### src/rtl/approx_mul_pkg.sv
// Shared types for the approximate multiplier: per-quadrant mode encoding
// and the packed {hh, hl, lh, ll} mode word carried alongside each operand pair.
package approx_mul_pkg;

  typedef enum logic [1:0] {
    MODE_EXACT  = 2'd0,
    MODE_TRUNC0 = 2'd1,
    MODE_TRUNC1 = 2'd2,
    MODE_LSBZ   = 2'd3
  } mode_t;

  // Field order matches the cfg_mode byte: hh in [7:6] down to ll in [1:0].
  typedef struct packed {
    mode_t hh;
    mode_t hl;
    mode_t lh;
    mode_t ll;
  } quad_mode_t;

  localparam int unsigned QUAD_MODE_BITS = $bits(quad_mode_t);

  // Reinterpret a raw configuration byte as a quadrant mode word.
  function automatic quad_mode_t to_quad_mode(input logic [QUAD_MODE_BITS-1:0] raw);
    return quad_mode_t'(raw);
  endfunction

endpackage

### src/rtl/approx_quad_mul.sv
// Combinational H x H unsigned quadrant multiplier with a run-time approximation mode.
module approx_quad_mul
  import approx_mul_pkg::*;
#(
  parameter int unsigned H     = 4,
  parameter int unsigned TRUNC = 2
) (
  input  logic [H-1:0]   a,
  input  logic [H-1:0]   b,
  input  mode_t          mode,
  output logic [2*H-1:0] p
);

  localparam int unsigned PW = 2 * H;
  // Ones in the TRUNC least-significant product bits.
  localparam logic [PW-1:0] TMASK = {PW{1'b1}} >> (PW - TRUNC);

  logic [H-1:0]  a_m;
  logic [H-1:0]  b_m;
  logic [PW-1:0] exact;

  // Operand conditioning, full-width product, then LSB forcing by mode.
  always_comb begin
    a_m = a;
    b_m = b;
    if (mode == MODE_LSBZ) begin
      a_m[0] = 1'b0;
      b_m[0] = 1'b0;
    end
    exact = {{H{1'b0}}, a_m} * {{H{1'b0}}, b_m};
    case (mode)
      MODE_TRUNC0: p = exact & ~TMASK;
      MODE_TRUNC1: p = exact | TMASK;
      default:     p = exact;
    endcase
  end

endmodule

### src/rtl/approx_mul_pipe.sv
// Three-stage pipelined approximate unsigned multiplier with a valid/ready
// stream interface and a per-quadrant run-time mode register.
//   S1: operands + sampled mode   S2: four quadrant products   S3: final sum
module approx_mul_pipe
  import approx_mul_pkg::*;
#(
  parameter int unsigned WIDTH = 8,
  parameter int unsigned TRUNC = 2
) (
  input  logic                 clk,
  input  logic                 rst_n,
  input  logic                 cfg_load,
  input  logic [7:0]           cfg_mode,
  input  logic                 in_valid,
  output logic                 in_ready,
  input  logic [WIDTH-1:0]     in_a,
  input  logic [WIDTH-1:0]     in_b,
  output logic                 out_valid,
  input  logic                 out_ready,
  output logic [2*WIDTH-1:0]   out_prod,
  output logic                 busy
);

  localparam int unsigned H  = WIDTH / 2;
  localparam int unsigned QW = 2 * H;
  localparam int unsigned PW = 2 * WIDTH;

  quad_mode_t mode_q;

  logic             s1_v;
  logic [WIDTH-1:0] s1_a;
  logic [WIDTH-1:0] s1_b;
  quad_mode_t       s1_mode;

  logic          s2_v;
  logic [QW-1:0] s2_hh;
  logic [QW-1:0] s2_hl;
  logic [QW-1:0] s2_lh;
  logic [QW-1:0] s2_ll;

  logic          s3_v;
  logic [PW-1:0] s3_prod;

  logic          s1_en;
  logic          s2_en;
  logic          s3_en;

  logic [QW-1:0] q_hh;
  logic [QW-1:0] q_hl;
  logic [QW-1:0] q_lh;
  logic [QW-1:0] q_ll;
  logic [PW-1:0] sum;

  // Stage load enables: a stage may load when empty or when its content
  // leaves on the same edge, so bubbles collapse and in_ready ripples back
  // combinationally from out_ready.
  always_comb begin
    s3_en    = !s3_v || out_ready;
    s2_en    = !s2_v || s3_en;
    s1_en    = !s1_v || s2_en;
    in_ready = s1_en;
  end

  // Mode register; a pair accepted on the load edge still sees the old value.
  always_ff @(posedge clk or negedge rst_n) begin
    if (!rst_n) begin
      mode_q <= '0;
    end else if (cfg_load) begin
      mode_q <= to_quad_mode(cfg_mode);
    end
  end

  // S1: capture operands together with the mode in force at acceptance.
  always_ff @(posedge clk or negedge rst_n) begin
    if (!rst_n) begin
      s1_v    <= 1'b0;
      s1_a    <= '0;
      s1_b    <= '0;
      s1_mode <= '0;
    end else if (s1_en) begin
      s1_v <= in_valid;
      if (in_valid) begin
        s1_a    <= in_a;
        s1_b    <= in_b;
        s1_mode <= mode_q;
      end
    end
  end

  // Quadrant products; HL is A_high x B_low, LH is A_low x B_high.
  approx_quad_mul #(.H(H), .TRUNC(TRUNC)) u_hh (
    .a    (s1_a[WIDTH-1:H]),
    .b    (s1_b[WIDTH-1:H]),
    .mode (s1_mode.hh),
    .p    (q_hh)
  );

  approx_quad_mul #(.H(H), .TRUNC(TRUNC)) u_hl (
    .a    (s1_a[WIDTH-1:H]),
    .b    (s1_b[H-1:0]),
    .mode (s1_mode.hl),
    .p    (q_hl)
  );

  approx_quad_mul #(.H(H), .TRUNC(TRUNC)) u_lh (
    .a    (s1_a[H-1:0]),
    .b    (s1_b[WIDTH-1:H]),
    .mode (s1_mode.lh),
    .p    (q_lh)
  );

  approx_quad_mul #(.H(H), .TRUNC(TRUNC)) u_ll (
    .a    (s1_a[H-1:0]),
    .b    (s1_b[H-1:0]),
    .mode (s1_mode.ll),
    .p    (q_ll)
  );

  // S2: register the four quadrant products.
  always_ff @(posedge clk or negedge rst_n) begin
    if (!rst_n) begin
      s2_v  <= 1'b0;
      s2_hh <= '0;
      s2_hl <= '0;
      s2_lh <= '0;
      s2_ll <= '0;
    end else if (s2_en) begin
      s2_v <= s1_v;
      if (s1_v) begin
        s2_hh <= q_hh;
        s2_hl <= q_hl;
        s2_lh <= q_lh;
        s2_ll <= q_ll;
      end
    end
  end

  // Adder tree. Forced-one LSBs can push the true sum past 2*WIDTH bits;
  // the result is defined modulo 2^(2*WIDTH), so the carry out is never formed.
  always_comb begin
    sum = (PW'(s2_hh) << WIDTH)
        + ((PW'(s2_hl) + PW'(s2_lh)) << H)
        + PW'(s2_ll);
  end

  // S3: output register, held while the consumer stalls.
  always_ff @(posedge clk or negedge rst_n) begin
    if (!rst_n) begin
      s3_v    <= 1'b0;
      s3_prod <= '0;
    end else if (s3_en) begin
      s3_v <= s2_v;
      if (s2_v) begin
        s3_prod <= sum;
      end
    end
  end

  // Output and occupancy status.
  always_comb begin
    out_valid = s3_v;
    out_prod  = s3_prod;
    busy      = s1_v || s2_v || s3_v;
  end

endmodule

### config.mk
export PLATFORM = sky130hd
export DESIGN_NAME = approx_mul_pipe
export DESIGN_NICKNAME = d
export VERILOG_FILES = /design/src/rtl/approx_mul_pkg.sv /design/src/rtl/approx_quad_mul.sv /design/src/rtl/approx_mul_pipe.sv
export SDC_FILE = /design/constraint.sdc
export NUM_CORES = 1
export LEC_CHECK = 0
export CORE_MARGIN = 2
export CORE_UTILIZATION = 40
export DETAILED_ROUTE_END_ITERATION = 16
export SKIP_LAST_GASP = 1
export SLEW_MARGIN = 40
export SYNTH_ARGS = -nofsm -noshare
export SYNTH_HDL_FRONTEND = slang
export SYNTH_SLANG_ARGS = --single-unit
### constraint.sdc
create_clock -name clk -period 3.2 [get_ports clk]
set_clock_uncertainty 0.2 [all_clocks]
set_input_delay 0.8 -clock clk [delete_from_list [all_inputs] [get_ports clk]]
set_output_delay 0.8 -clock clk [all_outputs]
set_load 0.005 [all_outputs]
== Yosys cells after proc, flatten, opt, wreduce, memory -nomap -nowiden ==
Index checks and enable logic that the tools add are counted.

* Logic and storage cells: 60
* Bits in registers: 83
* Input port bits: 29

* Equal/unequal tests: 12
* Multiply operators: 4
* $add $sub $neg: 3
* Multiplexer cells: 12
* Reductions and logical operators: 11

{| class="wikitable"
|+ Operators with widths
! operator !! number
|-
| 4-bit by 4-bit multiplier with 8-bit output || 4
|-
| 16-bit by 13-bit adder with 16-bit output || 1
|-
| 16-bit by 8-bit adder with 16-bit output || 1
|-
| 2-bit equality test (second input constant) || 8
|-
| 2-bit case mux with 2 select lines || 4
|-
| 8-bit by 8-bit adder with 9-bit output || 1
|-
| 2-bit by 1-bit equality test with 1-bit output (second input constant) || 4
|-
| 1-bit 2-to-1 mux || 8
|-
| 2-bit AND reduction || 3
|-
| 1-bit logical OR || 5
|-
| 1-bit logical NOT || 3
|}

== Longest topological paths before layout ==
Gate-level depths: netlist of the first run.

* Word-level depth: 5
* Depth in mapped cells: 14
* Gate-level depth less buffers: 13

== Hierarchy ==
Synthesis of the first run repeated with hierarchy kept, for this count alone.

* Cells, all modules: 535
* Area, all modules: 5919.4 µm²

{| class="wikitable"
|+ By module, submodules not included
! module !! cells an instance !! seq. area each (µm²) !! times used !! area an instance (µm²)
|-
| approx_mul_pipe || 295 || 2077.0 || 1 || 3895.0
|-
| approx_quad_mul at u_lh ... || 60 || 0.0 || 2 || 506.7
|-
| approx_quad_mul at u_hh ... || 60 || 0.0 || 2 || 505.5
|}

== Worst setup path before layout of the first run ==
OpenSTA, ideal clock, no wires.

* Kind: register to register
* Start: register s1_mode[2] (netlist bit)
* End: register s2_lh[7]
* Clock period less this slack: 3306 ps
* Library setup time: 131 ps
* Path buffers: 0
* Arrival: 2975 ps
* Path slack: -106 ps
* Cell stages (with the launch flop): 13
* Cells stage by stage: dfrtp_1 ha_1 nor2b_1 nand2_1 fa_1 inv_1 fa_1 ha_1 a21o_1 a31o_1 a21oi_1 xor2_1 o21ai_1

* Longest elaborated chain between the ends: 3

{| class="wikitable"
|+ RTL lines
! element !! RTL line !! text
|-
| start: declaration || approx_mul_pipe.sv:33 || <nowiki>quad_mode_t s1_mode;</nowiki>
|-
| start signal: assignment || approx_mul_pipe.sv:85 || <nowiki>s1_mode <= mode_q;</nowiki>
|-
| 2-bit equality test * || approx_quad_mul.sv:26 || <nowiki>if (mode == MODE_LSBZ) begin</nowiki>
|-
| 1-bit 2-to-1 mux || approx_quad_mul.sv:26 ||
|-
| 4-bit by 4-bit multiplier with 8-bit output * || approx_quad_mul.sv:30 || <nowiki>exact = {{H{1'b0}}, a_m} * {{H{1'b0}}, b_m};</nowiki>
|-
| end signal: assignment || approx_mul_pipe.sv:132 || <nowiki>s2_lh <= q_lh;</nowiki>
|-
| end: declaration || approx_mul_pipe.sv:38 || <nowiki>logic [QW-1:0] s2_lh;</nowiki>
|}

Every way passes the cells marked *; elsewhere a longest branch is shown, timed or not.
A chain may end at the register's enable or synchronous reset.

== Worst setup path in the final report of the first run ==
* Start: register s2_lh[0]
* End: register s3_prod[13] (netlist: out_prod[13])

* Longest elaborated chain between the ends: 3

{| class="wikitable"
|+ RTL lines
! element !! RTL line !! text
|-
| 8-bit by 8-bit adder with 9-bit output || approx_mul_pipe.sv:142 || <nowiki>+ ((PW'(s2_hl) + PW'(s2_lh)) << H)</nowiki>
|-
| 16-bit by 13-bit adder with 16-bit output || approx_mul_pipe.sv:142 ||
|-
| 16-bit by 8-bit adder with 16-bit output || approx_mul_pipe.sv:143 || <nowiki>+ PW'(s2_ll);</nowiki>
|-
| end signal: assignment || approx_mul_pipe.sv:154 || <nowiki>s3_prod <= sum;</nowiki>
|-
| end: declaration || approx_mul_pipe.sv:42 || <nowiki>logic [PW-1:0] s3_prod;</nowiki>
|}

Every way passes these cells.

==> results of run 1 <==
area by class of cell:
| class | instances | area (um^2) |
|---|---|---|
| flip-flops and latches | 83 | 2077 |
| clock buffers | 11 | 252.7 |
| multi-input cells | 418 | 3582 |
| fillers | 1238 | 6684 |
| inverters | 26 | 97.59 |
| clock inverters | 5 | 107.6 |
| repair buffers | 88 | 800.8 |
| well taps | 180 | 225.2 |
what timing repair did:
| action | CTS | global route |
|---|---|---|
| setup buffers | 5 | 7 |
| pin swaps | 38 | 38 |
| endpoints found under the setup margin | 13 | 20 |
| hold buffers | 0 | 0 |
| resized for setup | 15 | 24 |
| cloned | 0 | 0 |
worst max-delay path, cell delays in order, from the launching register on:
cell and delay [ps]:
dfrtp_1 400, ha_2 200, fa_2 340, a21o_1 200, a21oi_2 180, xnor2_1 100
ha_1 400, o211ai_2 140, o21ai_2 170, nand4_1 200, a2111oi_1 470, nand3b_1 160
registers in the layout, summed over array words and instances, names as in the netlist, 8 cells and up:
| register | count |
|---|---|
| out_prod | 16 |
| mode_q | 8 |
| s1_a | 8 |
| s1_b | 8 |
| s1_mode | 8 |
| s2_hh | 8 |
| s2_hl | 8 |
| s2_lh | 8 |
| s2_ll | 8 |
logic make-up (layout without fill, tap and decap cells):
group	after synthesis	in the layout	synth area share
DFF	83	83	0.3671
muxes	44	44	0.08757
xor gates and xnor gates	31	31	0.04799
and+or+nand+nor	152	152	0.1360
adders and majority gates	91	91	0.2251
buffers and inverters	41	130	0.03007
AOI/OAI and AO/OA	100	100	0.1062
path summary, 6_finish.rpt:
| path | end | start | depth (start not counted) |
|---|---|---|---|
| worst max-delay path | out_prod[13] | s2_lh[0] | 11 |
| worst min-delay path | out_prod[9] | rst_n | 1 |
| worst max register to register | out_prod[13] | s2_lh[0] | 11 |
| worst min register to register | out_prod[8] | out_prod[8] | 2 |
| max in group asynchronous | s1_a[1] | rst_n | 2 |
| min in group clk | out_prod[8] | out_prod[8] | 2 |
Yosys cell counts (all sizes together) (10+ instances only):
library cell | n | area (um^2)
dfrtp | 83 | 2077
ha | 73 | 913.4
nand2 | 62 | 235.2
and2 | 45 | 281.5
mux2 | 44 | 495.5
o21ai | 41 | 209.0
inv | 26 | 97.59
a21oi | 25 | 125.1
xor2 | 21 | 183.9
fa | 18 | 360.4
nor2b | 13 | 81.33
a21o | 12 | 90.09
nor2 | 10 | 37.54
xnor2 | 10 | 87.58
power breakdown:
part	internal (mW)	switching, mW
logic	1.67	1.70
registers	1.38	0.264
clock network	0.809	0.425
total	3.86	2.39
placed cells by master, fill, tap and decap left out, types with 3 or more instances in the layout:
master and n:
a21o_1 12, a21oi_1 14, a21oi_2 10, a31o_1 3, a31oi_1 6, and2_1 45
buf_4 40, bufinv_16 3, clkbuf_16 9, clkdlybuf4s50_1 46, dfrtp_1 83, fa_1 12
fa_2 6, ha_1 65, ha_2 5, ha_4 3, inv_1 25, mux2_1 30
mux2_2 14, nand2_1 60, nand2b_1 5, nand3_1 4, nand4_1 3, nor2_1 10
nor2b_1 9, nor2b_2 3, o211ai_1 3, o21ai_0 17, o21ai_1 22, o21bai_1 3
xnor2_1 10, xor2_1 21
metrics by stage:
stage | TNS, ps | hold slack, ps | setup slack [ps] | cell area, um^2 | power (mW)
after floorplan | 0 | 251.7 | 16.12 | 5677 | 3.796
after global placement | -385.4 | 260.3 | -133.6 | 6548 | 4.686
after detailed placement | -1031 | 269.3 | -184.3 | 6548 | 4.764
after CTS | -9.119 | 279.4 | -9.119 | 6993 | 6.113
after global routing | -748.7 | 306.9 | -187.7 | 7143 | 6.805
final | -7.668 | 265.5 | -7.668 | 7143 | 6.245
routing by layer:
layer,vias up,track usage,share of wire
met5,-,0,0
met1,1902,0.2146,0.47
met2,55,0.2794,0.49
li1,2040,-,-
met4,0,0.05819,0.016
met3,12,0.04059,0.028
==> impl_metrics.env, run 1 <==
export IMPL_status="finished with violations"
export IMPL_violations="setup timing"
export IMPL_async_reset_ff_frac=1.000
export IMPL_io_pins=48
export IMPL_critPathRequiredTime_ps=3290
export IMPL_drv_cap=0
export IMPL_synth_top_flop_cell="dfrtp_1"
export IMPL_grt_overflow=0
export IMPL_setup_ws_ps=-7.668
export IMPL_fin_nets=746
export IMPL_fin_cells=811
export IMPL_start_util=0.4092
export IMPL_htree_levels=3
export IMPL_worstSetupPathType="reg2reg"
export IMPL_path_max_fanout=4
export IMPL_die_area_um2=15110
export IMPL_vias=4009
export IMPL_yosys_warnings=0
export IMPL_max_slew_worst_pin_slew_ps=631.0
export IMPL_std_cell_rows=43
export IMPL_timing_fmax_ghz=0.3118
export IMPL_rsz0062_at_grt="yes"
export IMPL_p_leak_nw=3.369
export IMPL_cts_max_path_buffers=2
export IMPL_port_buffers=47
export IMPL_syn_instance_count=542
export IMPL_synth_edf_count=0
export IMPL_ys_types=42
export IMPL_syn_to_final_growth_pct=26.25
export IMPL_cts_made_buffers=9
export IMPL_netlist_area_um2=5658
export IMPL_setup_viol=1
export IMPL_antenna_found_initial=0
export IMPL_wire_per_inst_um=14.49
export IMPL_critPathCaptureType="flip-flop"
export IMPL_place_hpwl_um=9032
export IMPL_grt_pass1_wl_um=19650
export IMPL_slew_viol_final=0
export IMPL_place_gp_congestion=0.8546
export IMPL_grt_usage=0.1683
export IMPL_arrival_ps=3300
export IMPL_antenna_left=0
export IMPL_crit_path_start_kind="flip-flop"
export IMPL_dr_pass1_iters=4
export IMPL_grt_max_degree=59
export IMPL_cts_tree="done"
export IMPL_via_per_inst=4.943
export IMPL_cts_sinks=83
export IMPL_ir_worst_vdd_v=0.0003904
export IMPL_core_um2=13830
export IMPL_drtIter0Drc=164
export IMPL_fin_util=0.5166
export IMPL_syn_area_per_cell_um2=10.44
export IMPL_syn_nets=662
export IMPL_dp_cells=784
export IMPL_clkLatencyLatePin_ps=350
export IMPL_drt_wl_total_um=11750
export IMPL_rrSetupSlack_ps=-8
export IMPL_ys_seq_elements=83
export IMPL_min_period_over_period=1.002
export IMPL_die_w_um=122.9
export IMPL_hold_path_class="in2async"
export IMPL_drc=0
export IMPL_layout_drive_gt1_share=0.1807
export IMPL_relSlewSlack=0.5794
export IMPL_min_period_ps=3208
export IMPL_finalHoldViolations=0
export IMPL_root_buffer="clkbuf_16"
export IMPL_ys_seq_area_frac=0.3671
export IMPL_num_antenna_cells=0
export IMPL_power_density_nw_per_um2=874.3
export IMPL_die_h_um=122.9
export IMPL_grt_pass1_vias=4053
export IMPL_clk_pin_slew_ps=60
Note: power is estimated with default switching activity, not from simulation.
==> inputs of run 2 (changes only) <==
--- a/config.mk
+++ b/config.mk
@@ -9,7 +9,8 @@
 export CORE_UTILIZATION = 40
 export DETAILED_ROUTE_END_ITERATION = 16
 export SKIP_LAST_GASP = 1
-export SLEW_MARGIN = 40
+export SLEW_MARGIN = 20
 export SYNTH_ARGS = -nofsm -noshare
 export SYNTH_HDL_FRONTEND = slang
 export SYNTH_SLANG_ARGS = --single-unit
+export TNS_END_PERCENT = 10
==> impl_metrics.env, run 2 (same netlist as run 1, synthesis figures left out) <==
export IMPL_status="finished with violations"
export IMPL_violations="setup timing"
export IMPL_fin_util=0.5097
export IMPL_start_util=0.4092
export IMPL_die_area_um2=15110
export IMPL_place_gp_congestion=0.7953
export IMPL_std_cell_rows=43
export IMPL_slew_viol_final=0
export IMPL_hold_path_class="in2async"
export IMPL_min_period_over_period=1.011
export IMPL_grt_met2_usage=0.2673
export IMPL_syn_to_final_growth_pct=24.57
export IMPL_port_buffers=47
export IMPL_arrival_ps=3260
export IMPL_critPathRequiredTime_ps=3230
export IMPL_num_antenna_cells=0
export IMPL_fin_nets=744
export IMPL_place_hpwl_um=8766
export IMPL_dp_cells=785
export IMPL_critPathCaptureType="flip-flop"
export IMPL_htree_levels=3
export IMPL_drt_wl_total_um=11250
export IMPL_grt_overflow=0
export IMPL_setup_ws_ps=-33.71
export IMPL_cts_made_buffers=9
export IMPL_mostFrequentLayoutCell="dfrtp_1"
export IMPL_met3_usage=0.02768
export IMPL_r2r_start="s1_mode[6]"
export IMPL_power_density_nw_per_um2=851.4
export IMPL_pwr_share_seq=0.275
export IMPL_grtUsageMet1=0.2163
export IMPL_setup_viol=5
export IMPL_min_period_ps=3234
export IMPL_die_h_um=122.9
export IMPL_largest_reg_flops=16
export IMPL_pwr_share_comb=0.538
export IMPL_crit_path_start_kind="flip-flop"
export IMPL_cp_startpoint="s1_mode[6]"
export IMPL_cts_hold_buf=0
export IMPL_ir_worst_vdd_v=0.0003611
export IMPL_fin_hold_ws_ps=236.3
export IMPL_timing_fmax_ghz=0.3092
export IMPL_dr_pass1_iters=4
export IMPL_antenna_left=0
export IMPL_p_int_mw=3.699
export IMPL_grt_pass1_vias=4060
export IMPL_p_leak_nw=3.341
export IMPL_drtIter0Drc=154
export IMPL_drc=0
export IMPL_grt_usage=0.1648
export IMPL_io_pins=48
export IMPL_via_per_inst=4.948
export IMPL_endpoint="s2_hh[6]"
export IMPL_clk_pin_slew_ps=60
export IMPL_layout_common_cells="dfrtp_1, ha_1, nand2_1, clkdlybuf4s50_1, and2_1"
export IMPL_clkLatencyLatePin_ps=340
export IMPL_layout_drive_gt1_share=0.1608
export IMPL_r2r_end="s2_hh[6]"
export IMPL_final_cell_area_um2=7048
export IMPL_grt_busiest_layer="met2"
export IMPL_swShare=0.3836
export IMPL_core_um2=13830
export IMPL_dp_slack_ps=-170.2
export IMPL_drv_cap=0
export IMPL_wire_per_inst_um=13.92
export IMPL_grt_max_degree=59
export IMPL_grt_pass1_wl_um=19340
export IMPL_nFillCells=1279
export IMPL_dpl_cell_area_um2=6553
export IMPL_clock_power_share=0.188
export IMPL_relSlewSlack=0.5948
export IMPL_cts_max_path_buffers=2
export IMPL_finalHoldViolations=0
export IMPL_fin_cells=808
export IMPL_cts_sinks=83
export IMPL_cts_tree="done"
export IMPL_rrSetupSlack_ps=-30
export IMPL_max_slew_worst_pin_slew_ps=605.6
export IMPL_root_buffer="clkbuf_16"
export IMPL_path_max_fanout=2
export IMPL_antenna_found_initial=0
export IMPL_worstSetupPathType="reg2reg"
export IMPL_die_w_um=122.9
export IMPL_reg2reg_depth=12
export IMPL_power_switching_mw=2.302
export IMPL_finalSetupTns_ps=-47.71
export IMPL_total_power_mw=6.001
export IMPL_rsz0062_at_grt="yes"
export IMPL_vias=3998
run 2: cell type report:
cell class	instances	area, um^2	share of cell area
multi-input cells	418	3546	0.5031
flip-flops and latches	83	2077	0.2947
repair buffers	86	785.8	0.1115
clock buffers	10	239.0	0.03391
well taps	180	225.2	0.03195
inverters	26	97.59	0.01385
clock inverters	5	77.57	0.01101
run 2: worst max-delay path, cell delays in order (launching register included):
cell	delay, ps
dfrtp_1	410
ha_4	190
nor2b_4	110
nand2_1	80
fa_1	500
inv_1	50
fa_2	450
buf_4	160
fa_2	390
a21o_1	180
a21oi_2	150
xor2_1	160
o21ai_1	80
run 2: layer usage:
metal | wire length (um) | up-vias
met5 | 0 | -
met4 | 300 | 0
met3 | 298 | 21
met2 | 5208 | 62
met1 | 5440 | 1876
li1 | - | 2039
run 2: what timing repair did:
action | in CTS | in global routing
setup buffers | 7 | 2
endpoints found under the setup margin | 14 | 20
gates resized for setup | 15 | 16
pin swaps | 20 | 18
run 2: power by group through the flow:
| stage | Clock (mW) | Combinational, mW | Sequential [mW] |
|---|---|---|---|
| floorplan | 0 | 2.21 | 1.59 |
| global placement | 0 | 3.06 | 1.65 |
| detailed placement | 0 | 3.12 | 1.67 |
| CTS | 1.16 | 3.19 | 1.65 |
| global route | 1.20 | 3.68 | 1.70 |
| finish | 1.13 | 3.23 | 1.65 |
run 2: how the worst min path moves through the flow:
stage	endpoint	slack, ps	cells after the start
final	out_prod[6]	240	1
after global routing	out_prod[6]	280	1
after CTS	out_prod[6]	250	1
after detailed placement	out_prod[8]	270	2
after global placement	out_prod[6]	260	2
after floorplan	s2_ll[0]	250	2
